--- src/rtl/blink_gen_multi.sv ---
// Multi-channel programmable blink / tick generator.
// Each channel divides CLK100MHZ by a loadable half-period and runs in off/on/toggle/pulse mode.
module blink_gen_multi #(
  parameter int unsigned NCH          = 4,
  parameter int unsigned CNT_W        = 26,
  parameter int unsigned DEFAULT_HALF = 49_999_999
) (
  input  logic               CLK100MHZ,
  input  logic               RST,
  input  logic [NCH-1:0]     EN,
  input  logic [2*NCH-1:0]   MODE,
  input  logic               LOAD,
  input  logic [3:0]         LOAD_CH,
  input  logic [CNT_W-1:0]   LOAD_VAL,
  output logic [NCH-1:0]     OUT,
  output logic [NCH-1:0]     TICK
);

  typedef enum logic [1:0] {
    MODE_OFF    = 2'b00,
    MODE_ON     = 2'b01,
    MODE_TOGGLE = 2'b10,
    MODE_PULSE  = 2'b11
  } mode_t;

  logic [CNT_W-1:0] cnt    [NCH];
  logic [CNT_W-1:0] cnt_d  [NCH];
  logic [CNT_W-1:0] half   [NCH];
  logic [CNT_W-1:0] half_d [NCH];
  mode_t            mode_q [NCH];
  mode_t            mode_d [NCH];
  mode_t            req    [NCH];
  logic [NCH-1:0]   mode_chg;
  logic [NCH-1:0]   load_hit;
  logic [NCH-1:0]   wrap;
  logic [NCH-1:0]   out_d;
  logic [NCH-1:0]   tick_d;

  always_ff @(posedge CLK100MHZ or posedge RST) begin
    if (RST) begin
      for (int unsigned i = 0; i < NCH; i++) begin
        cnt[i]    <= '0;
        half[i]   <= CNT_W'(DEFAULT_HALF);
        mode_q[i] <= MODE_OFF;
      end
      OUT  <= '0;
      TICK <= '0;
    end else begin
      for (int unsigned i = 0; i < NCH; i++) begin
        cnt[i]    <= cnt_d[i];
        half[i]   <= half_d[i];
        mode_q[i] <= mode_d[i];
      end
      OUT  <= out_d;
      TICK <= tick_d;
    end
  end

  always_comb begin
    for (int unsigned i = 0; i < NCH; i++) begin
      req[i]      = mode_t'(MODE[2*i +: 2]);
      mode_chg[i] = (req[i] != mode_q[i]);
      load_hit[i] = LOAD && (LOAD_CH == 4'(i));
      wrap[i]     = (cnt[i] == half[i]);

      cnt_d[i]  = cnt[i];
      half_d[i] = half[i];
      mode_d[i] = mode_q[i];
      out_d[i]  = OUT[i];
      tick_d[i] = 1'b0;

      // Load and mode change can coincide: mode takes effect, load owns half/cnt.
      if (mode_chg[i]) begin
        mode_d[i] = req[i];
        cnt_d[i]  = '0;
        out_d[i]  = (req[i] == MODE_ON);
      end
      if (load_hit[i]) begin
        half_d[i] = LOAD_VAL;
        cnt_d[i]  = '0;
      end

      if (!mode_chg[i] && !load_hit[i] && EN[i]) begin
        case (mode_q[i])
          MODE_OFF: begin
            cnt_d[i] = '0;
            out_d[i] = 1'b0;
          end
          MODE_ON: begin
            cnt_d[i] = '0;
            out_d[i] = 1'b1;
          end
          MODE_TOGGLE: begin
            cnt_d[i]  = wrap[i] ? '0 : cnt[i] + CNT_W'(1);
            tick_d[i] = wrap[i];
            out_d[i]  = OUT[i] ^ wrap[i];
          end
          default: begin
            cnt_d[i]  = wrap[i] ? '0 : cnt[i] + CNT_W'(1);
            tick_d[i] = wrap[i];
            out_d[i]  = wrap[i];
          end
        endcase
      end
    end
  end

endmodule

--- config.mk ---
export PLATFORM = sky130hd
export DESIGN_NAME = blink_gen_multi
export DESIGN_NICKNAME = d
export VERILOG_FILES = /design/src/rtl/blink_gen_multi.sv
export SDC_FILE = /design/constraint.sdc
export NUM_CORES = 1
export LEC_CHECK = 0
export BUFFER_PORTS_ARGS = -buffer_cell sky130_fd_sc_hd__buf_2
export CORE_ASPECT_RATIO = 1.5
export CORE_MARGIN = 1
export CORE_UTILIZATION = 60
export DETAILED_ROUTE_END_ITERATION = 16
export GPL_TIMING_DRIVEN = 0
export PLACE_DENSITY = 0.78
export SKIP_CTS_REPAIR_TIMING = 1
export SYNTH_ARGS = -nofsm -noshare
export SYNTH_HDL_FRONTEND = slang
export SYNTH_SLANG_ARGS = --single-unit
--- constraint.sdc ---
create_clock -name CLK100MHZ -period 11.69 [get_ports CLK100MHZ]
set_input_delay 2.338 -clock CLK100MHZ [delete_from_list [all_inputs] [get_ports CLK100MHZ]]
set_output_delay 2.338 -clock CLK100MHZ [all_outputs]
set_load 0.05 [all_outputs]
-- Word level (Yosys, flattened, before mapping)
Cells that the tools add are included.
- memories: 0
- bits in registers: 224
- latch bits: 0
- output and inout bits: 8
- bits in writable memories: 0
- input port bits: 45
- bits in read-only memories: 0
- $add $sub $neg: 4
- divide/modulo/power cells: 0
- multiplexer cells: 40
- shift-type cells: 0
- $lt $le $gt $ge: 0
- $mul: 0
- equality and inequality tests: 23
- bitwise gates (word level): 4
- reduce and logical (&&, ||, !) cells: 37
- operators with widths (kind ; count):
    26-bit 2-to-1 mux ; 20
    26-bit by 1-bit adder with 26-bit output (second input constant) ; 4
    26-bit equality test ; 4
    2-bit by 1-bit equality test with 1-bit output (second input constant) ; 8
    1-bit 2-to-1 mux ; 16
    1-bit logical AND ; 12
    1-bit one-hot mux with 3 select lines ; 4
    3-bit nonzero test ; 4
    2-bit equality test (second input constant) ; 4
    4-bit by 2-bit equality test with 1-bit output (second input constant) ; 2
    1-bit zero test ; 8
    2-bit zero test ; 4
    2-bit != test ; 4
    2-bit nonzero test ; 4
    2-bit OR reduction ; 4
    4-bit by 1-bit equality test with 1-bit output (second input constant) ; 1
    4-bit zero test ; 1
    1-bit XOR ; 4

-- Logic depth before layout (Yosys ltp)
Gate-level depths: netlist of run 1.
- depth after elaboration: 6
- mapped depth: 10

-- Worst setup path before layout of run 1
No wires, ideal clock.
- path type: input -> register
- from: in LOAD_CH[2]
- to: reg cnt[6] in the netlist's numbering
- cell stages on the path: 8
- slack: 7.755 ns
- arrival: 3.809 ns
- path buffers: 2
- required time: 11.564 ns
- path through: and4bb_2 -> nand2_4 -> and3_1 -> buf_2 -> o211a_2 -> buf_2 -> and3_1 -> a221o_1
- longest elaborated chain between the ends: 6
- elaborated cells on any way between the ends: 8
- classes of those cells: 1 x eq/ne; 2 x mux; 5 x reduce/logical
- RTL lines (what ; RTL line ; RTL):
    start: declaration ; 13 ; input logic [3:0] LOAD_CH,
    4-bit by 2-bit equality test with 1-bit output (*) ; 63 ; load_hit[i] = LOAD && (LOAD_CH == 4'(i));
    1-bit logical AND (*) ; 63 ;
    1-bit zero test ; 83 ; if (!mode_chg[i] && !load_hit[i] && EN[i]) begin
    1-bit logical AND (2 in series) ; 83 ;
    3-bit nonzero test (no line) / 26-bit 2-to-1 mux (equally long branches) ; -- ;
    end signal: indexed assignment ; 50 ; cnt[i] <= cnt_d[i];
    end: declaration ; 26 ; logic [CNT_W-1:0] cnt [NCH];
Mark *: on every way between the ends. The rest lies on a longest branch, timed or not.
A chain may end at the register's enable or synchronous reset.

-- Worst setup path after layout of run 1
- from: in LOAD_CH[1]
- to: reg cnt[66] in the netlist's numbering
- longest elaborated chain between the ends: 6
- elaborated cells on any way between the ends: 8
- classes of those cells: 1 x eq/ne; 2 x mux; 5 x reduce/logical
- RTL lines (what ; RTL line):
    4-bit by 1-bit equality test with 1-bit output (*) ; 63
    1-bit logical AND (*) ; 63
    1-bit zero test ; 83
    1-bit logical AND (2 in series) ; 83
    3-bit nonzero test (no line) / 26-bit 2-to-1 mux (equally long branches) ; --
Marks and branches as above.

==> summary.md, run 1 <==
| Metric | Value |
|---|---|
| Overflow after GRT | `0` |
| WP data arrival | `4700 ps` |
| Post-Synth Simple-Gate Area | `18.1%` |
| Sequential power share | `between 40% and 50%` |
| Combinational share of power | `13.3%` |
| Final hold violation count | `0` |
| Setup ws final | `7350 ps` |
| Int Power | `~1.6 mW` |
| Final setup vio count | `0` |
| Clock power share | `between 40% and 50%` |
| FMAX | `0.230 GHz` |
| RSZ-0062 raised after global routing | `false` |
| # H-tree levels | `1` |
| Post-route ant nets | `0` |
| Synthesized Nets | `1200` |
| Top-area cell type share of the netlist area | `a little under a third` |
| Maximum vdd drop | `0.130 mV` |
| CTS tree | `built` |
| Fraction of registers with async set or reset after synthesis | `100%` |
| Mean Syn Cell Area | `about 10 µm²` |
| Synth Area in Adders | `0.417%` |
| FF-to-FF setup slack | `slightly below 9000 ps` |
| Die height | `around 180 µm` |
| DR vias | `9158` |
| Clock root buffer | `clkbuf_16` |
| Area of the mapped netlist | `12000 µm²` |
| Detailed Route Iter0 Violations | `608` |
| Critical path fanouts, max | `10` |
| PortBufs | `52` |
| Main synth FF type | `dfrtp_1` |
| Latest clock arrival within the worst-skew pair | `around 510 ps` |
| Power Dens Cells | `around 160 nW/µm²` |
| GRT Total Usage | `around 29%` |
| Netlist cell types | `71` |
| Multi-input gate area | `5900 µm²` |
| EDFF count, synth | `0` |
| DRT Pass-1 Iters | `6` |
| Outcome | `completed` |
| Io pins | `53` |
| Lkg Pwr | `about 5.7 nW` |
| Hold_ws | `roughly 530 ps` |
| HPWL after DPL | `20600 µm` |
| Psw | `527 µW` |
| Setup_tns | `0 ps` |
| CP required | `12050 ps` |
| Crit start category | `input port` |
| Initial Util | `60.9%` |
| Slew margin rel. | `between 30% and 40%` |
| Row count | `63` |
| Die area | `20600 µm²` |
| Max-slew violations | `0` |
| Synthesized flop and latch total | `224` |
| Vias/cell | `6.08` |
| Post-route insts no fill | `1506` |
| Max Cap Viol | `0` |
| Max Buffers Root-to-Sink | `3` |
| Placed cells | `roughly 1500` |
| Layout cells sized above 1 | `between 20% and 30%` |
| Crit path time final | `about 4300 ps` |
| Post-Route WL | `28800 µm` |
| Total Nets Final | `1278` |
| Commonest cells after routing, fill and taps aside | `dfrtp_1 (152), mux2_2 (107), nand2_1 (96)` |
| First-pass GRT wire length | `46800 µm` |
| CP Class | `input port to flop` |
| Synth Area in XOR/XNOR | `approximately a tenth` |
| Area contributors post-synth | `dfrtp_1 (32%), dfstp_2 (16%), mux2_2 (10%), xor2_1 (5.6%), xnor2_1 (4.0%)` |
| Yosys Warn Count | `0` |
| Clk sinks | `224` |
| Initial antenna violation count | `0` |
| WL/cell | `19.1 µm` |
| Largest family of logic cells by synthesized area | `simple AND/OR/NAND/NOR gates` |
| Vias in the first global route | `8974` |
| Reg area | `5700 µm²` |
| Tot Pwr | `2.10 mW` |
| Worst hold-check path type | `flop to flop` |
| Sw Share | `approximately a quarter` |
| Largest net degree at the start of global routing | `134` |
| Synth area leader | `dfrtp_1` |
| TritonCTS Buffers | `23` |
| Final worst-path cycle share | `37.1%` |
| Clock Skew | `13.2 ps` |
| Fillers | `1504` |
| Core ar. | `19700 µm²` |
| GP Congestion | `0.925` |
| DRC viols | `0` |
| Cells after Synth | `1151` |
| Sequential share of the synthesized area | `47.4%` |
| Die Wd | `around 120 µm` |
| Crit end category | `flop` |
| Clock-pin slew on the worst setup and hold paths | `60 ps` |
| Mux share of post-synthesis cell area | `11.9%` |
| Commonest non-fill, non-tap cell in the layout | `dfrtp_1` |
| Pre-CTS WS | `approximately 7000 ps` |
| Compound-Gate Fraction of Synth Area | `8.98%` |
| Area delta synth->final | `12.4%` |
| Worst-Margin Slew | `1020 ps` |
## per-layer routing
layer,part of all wire [%],GRT usage [%]
met1,41,35.1
met3,4.2,2.86
met5,0,0
met2,49,49.5
met4,6.1,17.5
## stage by stage
step,utilization [%],area [µm²]
detailed placement,64.1,12600
global placement,63.9,12600
global route,68.5,13500
floorplan,-,12000
CTS,68.5,13500
finish,68.5,13500
## critical path: stages
cell     delay [ps]
buf_2           110
nor4b_2         880
a21oi_1         230
and4_1          280
buf_2           190
buf_1           260
a32oi_1         280
o21ai_0         120
## synth_stat cells (33+ instances only)
| cell type | number |
|---|---|
| dfrtp_1 | 152 |
| mux2_2 | 107 |
| nand2_1 | 96 |
| xor2_1 | 77 |
| dfstp_2 | 72 |
| nor2_1 | 66 |
| nand3_1 | 62 |
| xnor2_1 | 55 |
| nand4_1 | 45 |
| o21ai_0 | 43 |
| and3_1 | 33 |
| clkbuf_1 | 33 |
## cells by family after synthesis
group	Yosys count
xor+xnor	133
simple gates	405
mux	129
fa+ha+maj	4
compound gates	160
flops	224
buf+inv	96
## layout make-up
| class | count | area share [%] |
|---|---|---|
| multi-input cells | 831 | 43.7 |
| flip-flops and latches | 224 | 42.2 |
| clock buffers | 27 | 4.52 |
| well taps | 260 | 2.41 |
| plain buffers | 66 | 2.19 |
| repair buffers | 53 | 2.13 |
| clock inverters | 14 | 1.92 |
| inverters | 30 | 0.890 |
| diodes | 1 | 0.0185 |
## state kept, by name (all words and copies together), names as in the netlist
name / cells
OUT: 4
TICK: 4
cnt: 104
half: 104
mode_q: 8
## final timing paths
path / from / to / cells past startpoint
worst max-delay path: LOAD_CH[1] / cnt[66]$_DFFE_PP0P_ / 8
worst min-delay path: half[87]$_DFFE_PP0P_ / half[87]$_DFFE_PP0P_ / 1
min in group asynchronous: RST / cnt[0]$_DFFE_PP0P_ / 2
worst min register to register: half[87]$_DFFE_PP0P_ / half[87]$_DFFE_PP0P_ / 1
worst max register to register: cnt[54]$_DFFE_PP0P_ / cnt[66]$_DFFE_PP0P_ / 8
max in group asynchronous: RST / mode_q[5]$_DFFE_PP0P_ / 3
## power groups by stage
stage | clock (mW) | combinational, mW | sequential [mW]
6_report | 0.845 | 0.279 | 0.980
5_1_grt | 0.884 | 0.307 | 0.990
3_3_place_gp | 0 | 0.268 | 0.988
3_5_place_dp | 0 | 0.278 | 0.991
2_1_floorplan | 0 | 0.205 | 0.974
4_1_cts | 0.855 | 0.281 | 0.979
No activity file was read; power rests on OpenSTA's default activity.
==> run 2: changes to the inputs <==
--- a/config.mk
+++ b/config.mk
@@ -5,13 +5,14 @@
 export SDC_FILE = /design/constraint.sdc
 export NUM_CORES = 1
 export LEC_CHECK = 0
+export ABC_AREA = 1
 export BUFFER_PORTS_ARGS = -buffer_cell sky130_fd_sc_hd__buf_2
 export CORE_ASPECT_RATIO = 1.5
 export CORE_MARGIN = 1
-export CORE_UTILIZATION = 60
+export CORE_UTILIZATION = 56
 export DETAILED_ROUTE_END_ITERATION = 16
 export GPL_TIMING_DRIVEN = 0
-export PLACE_DENSITY = 0.78
+export PLACE_DENSITY = 0.76
 export SKIP_CTS_REPAIR_TIMING = 1
 export SYNTH_ARGS = -nofsm -noshare
 export SYNTH_HDL_FRONTEND = slang
==> constraint.sdc (replaced) <==
create_clock -name CLK100MHZ -period 3.9 [get_ports CLK100MHZ]
set_input_delay 0.78 -clock CLK100MHZ [delete_from_list [all_inputs] [get_ports CLK100MHZ]]
set_output_delay 0.78 -clock CLK100MHZ [all_outputs]
set_load 0.05 [all_outputs]
==> summary.md, run 2 <==
| Metric | Value |
|---|---|
| Cell mode on critical path | `nor2_1` |
| Final hold violation count | `0` |
| Detailed Route Iter0 Violations | `770` |
| Fillers | `1853` |
| Row count | `66` |
| Top-area cell type share of the netlist area | `30.2%` |
| Worst hold-check path type | `input port to async pin` |
| CTS tree | `built` |
| Max Cap Viol | `0` |
| Initial Util | `57.6%` |
| Antenna diodes | `0` |
| Vias/cell | `5.53` |
| Maximum vdd drop | `0.408 mV` |
| DRC viols | `0` |
| Mux share of post-synthesis cell area | `0%` |
| Sequential power share | `47.0%` |
| Clock power share | `39.8%` |
| Cells after Synth | `around 1600` |
| RSZ-0062 raised after global routing | `false` |
| CP Cell Sequence | `xor2_1 > nor2_1 > nand2_1 > nor2_1 > nand3_1 > nand3_2 > buf_2 > a21oi_1` |
| Sequential share of the synthesized area | `45.2%` |
| Crit-path slowest cell | `dfrtp_1` |
| DRT Pass-1 Iters | `5` |
| Total Nets Final | `1762` |
| Max Buffers Root-to-Sink | `3` |
| Psw | `between 1.5 and 2 mW` |
| Clock-pin slew on the worst setup and hold paths | `roughly 60 ps` |
| Die area | `roughly 23000 µm²` |
| CP max stage delay | `~520 ps` |
| # H-tree levels | `1` |
| HPWL after DPL | `25000 µm` |
| Mean Syn Cell Area | `7.73 µm²` |
| FMAX | `0.475 GHz` |
| Count leader, synth | `nand2_1` |
| Area delta synth->final | `12.3%` |
| First-pass GRT wire length | `54100 µm` |
| Sw Share | `26.6%` |
| Crit start category | `flop` |
| Largest family of logic cells by synthesized area | `simple AND/OR/NAND/NOR gates` |
| Commonest cells after routing, fill and taps aside | `nand2_1 (448), inv_1 (185), dfrtp_1 (152)` |
| Outcome | `completed` |
| Biggest regs | `cnt: 104 flops, half: 104 flops, mode_q: 8 flops` |
| Lkg Pwr | `6.45 nW` |
| Main synth FF type | `dfrtp_1` |
| Worst-Margin Slew | `552 ps` |
| Synthesized flop and latch total | `224` |
| Overflow after GRT | `0` |
| Final worst-path cycle share | `54.0%` |
| PortBufs | `52` |
| Power Dens Cells | `432 nW/µm²` |
| Area contributors post-synth | `dfrtp_1 (30%), dfstp_2 (15%), nand2_1 (13%), xor2_1 (6.5%), inv_1 (5.5%)` |
| Setup ws final | `1800 ps` |
| Io pins | `53` |
| Area of the mapped netlist | `12600 µm²` |
| Post-Route WL | `33500 µm` |
| Final core utilization | `about 65%` |
| Clock Skew | `14.8 ps` |
| Fraction of registers with async set or reset after synthesis | `100%` |
| Synth Area in Adders | `0.397%` |
| Critical path fanouts, max | `10` |
| Yosys Warn Count | `0` |
| GP Congestion | `0.972` |
| CP required | `between 4000 and 5000 ps` |
| Crit path time final | `2100 ps` |
| Synth area leader | `dfrtp_1` |
| Pre-CTS WS | `1300 ps` |
| Post-synth top cells | `nand2_1 (448), inv_1 (186), dfrtp_1 (152)` |
| Synthesized Nets | `1679` |
| Vias in the first global route | `10800` |
| Netlist cell types | `40` |
| Die height | `186 µm` |
| Synth Area in XOR/XNOR | `9.38%` |
| Int Power | `4.49 mW` |
| DR vias | `11100` |
| Combinational share of power | `13.2%` |
| WP data arrival | `~2500 ps` |
| Clock root buffer | `clkbuf_16` |
| Initial antenna violation count | `1` |
| TritonCTS Buffers | `23` |
| Crit end category | `flop` |
| EDFF count, synth | `0` |
| Post-Synth Simple-Gate Area | `approximately 27%` |
| Largest net degree at the start of global routing | `44` |
| Layout cells sized above 1 | `14.3%` |
| Compound-Gate Fraction of Synth Area | `9.67%` |
| Final setup vio count | `0` |
| Latest clock arrival within the worst-skew pair | `approximately 510 ps` |
| Post-route ant nets | `0` |
| Clk sinks | `about 220` |
| Max-slew violations | `0` |
| CP Class | `flop to flop` |
| GRT Total Usage | `around 29%` |
| Commonest non-fill, non-tap cell in the layout | `nand2_1` |
| Core ar. | `21900 µm²` |
| Slew margin rel. | `between 60% and 70%` |
| Die Wd | `roughly 120 µm` |
| WL/cell | `16.7 µm` |
==> run 2: worst paths after layout <==
path	cells after the start	slack, ps	startpoint	to
worst max-delay path	8	1800	cnt[78]$_DFFE_PP0P_	cnt[80]$_DFFE_PP0P_
worst min-delay path	2	290	RST	cnt[88]$_DFFE_PP0P_
worst max register to register	8	1800	cnt[78]$_DFFE_PP0P_	cnt[80]$_DFFE_PP0P_
worst min register to register	2	500	half[90]$_DFFE_PP1P_	half[90]$_DFFE_PP1P_
max in group asynchronous	6	2250	RST	half[39]$_DFFE_PP1P_
min in group CLK100MHZ	2	490	MODE[4]	mode_q[2]$_DFFE_PP0P_
==> run 2: cell type report <==
cell class	count	area [µm²]	share of cell area, %
clock inverter	12	190	1.34
buffer	59	275	1.94
inverter	198	747	5.27
clock buffer	29	639	4.51
multi-input combinational	1149	5890	41.6
tap	272	340	2.40
sequential	224	5700	40.2
timing repair buffer	58	380	2.69
==> run 2: per-layer routing <==
| metal | part of all wire (%) | vias to the layer above | wire length (µm) | track usage [%] |
|---|---|---|---|---|
| met5 | 0 | - | 0 | 0 |
| met3 | 5.0 | 93 | 1660 | 3.16 |
| met4 | 4.7 | 0 | 1570 | 14.3 |
| met2 | 51 | 329 | 17200 | 53.8 |
| met1 | 39 | 5292 | 13100 | 33.9 |
| li1 | - | 5352 | - | - |
==> run 2: cells by family after synthesis <==
group	count (synthesis)
AND/OR/NAND/NOR	793
buffers and inverters	257
flip-flops	224
AO/OA/AOI/OAI	217
XOR/XNOR	135
adder cells (fa/ha/maj)	4
==> run 2: power by group through the flow <==
| stage | Clock (mW) | Combinational (mW) | Sequential (mW) |
|---|---|---|---|
| floorplan | 0 | 0.569 | 2.86 |
| global placement | 0 | 0.754 | 2.90 |
| detailed placement | 0 | 0.800 | 2.90 |
| CTS | 2.46 | 0.810 | 2.87 |
| global route | 2.54 | 0.916 | 2.90 |
| finish | 2.43 | 0.805 | 2.87 |
==> run 2: critical path: cells and delay by family (launching register included) <==
family	cells	cell delay (ps)
flops	1	520
buf+inv	1	250
xor+xnor	1	220
simple gates	5	840
compound gates	1	120
==> run 2: metrics by stage <==
| step | std cells | power, mW | TNS (ps) | hold WS [ps] | cell area, µm² |
|---|---|---|---|---|---|
| 2_1_floorplan | 1630 | 3.43 | 0 | 472 | 12600 |
| 6_report | 2001 | 6.11 | 0 | 292 | 14200 |
| 3_5_place_dp | 1960 | 3.70 | 0 | 490 | 13300 |
| 5_1_grt | 2001 | 6.35 | 0 | 326 | 14200 |
| 3_3_place_gp | 1954 | 3.65 | -160300 | 483 | 13200 |
| 4_1_cts | 2001 | 6.14 | 0 | 310 | 14200 |
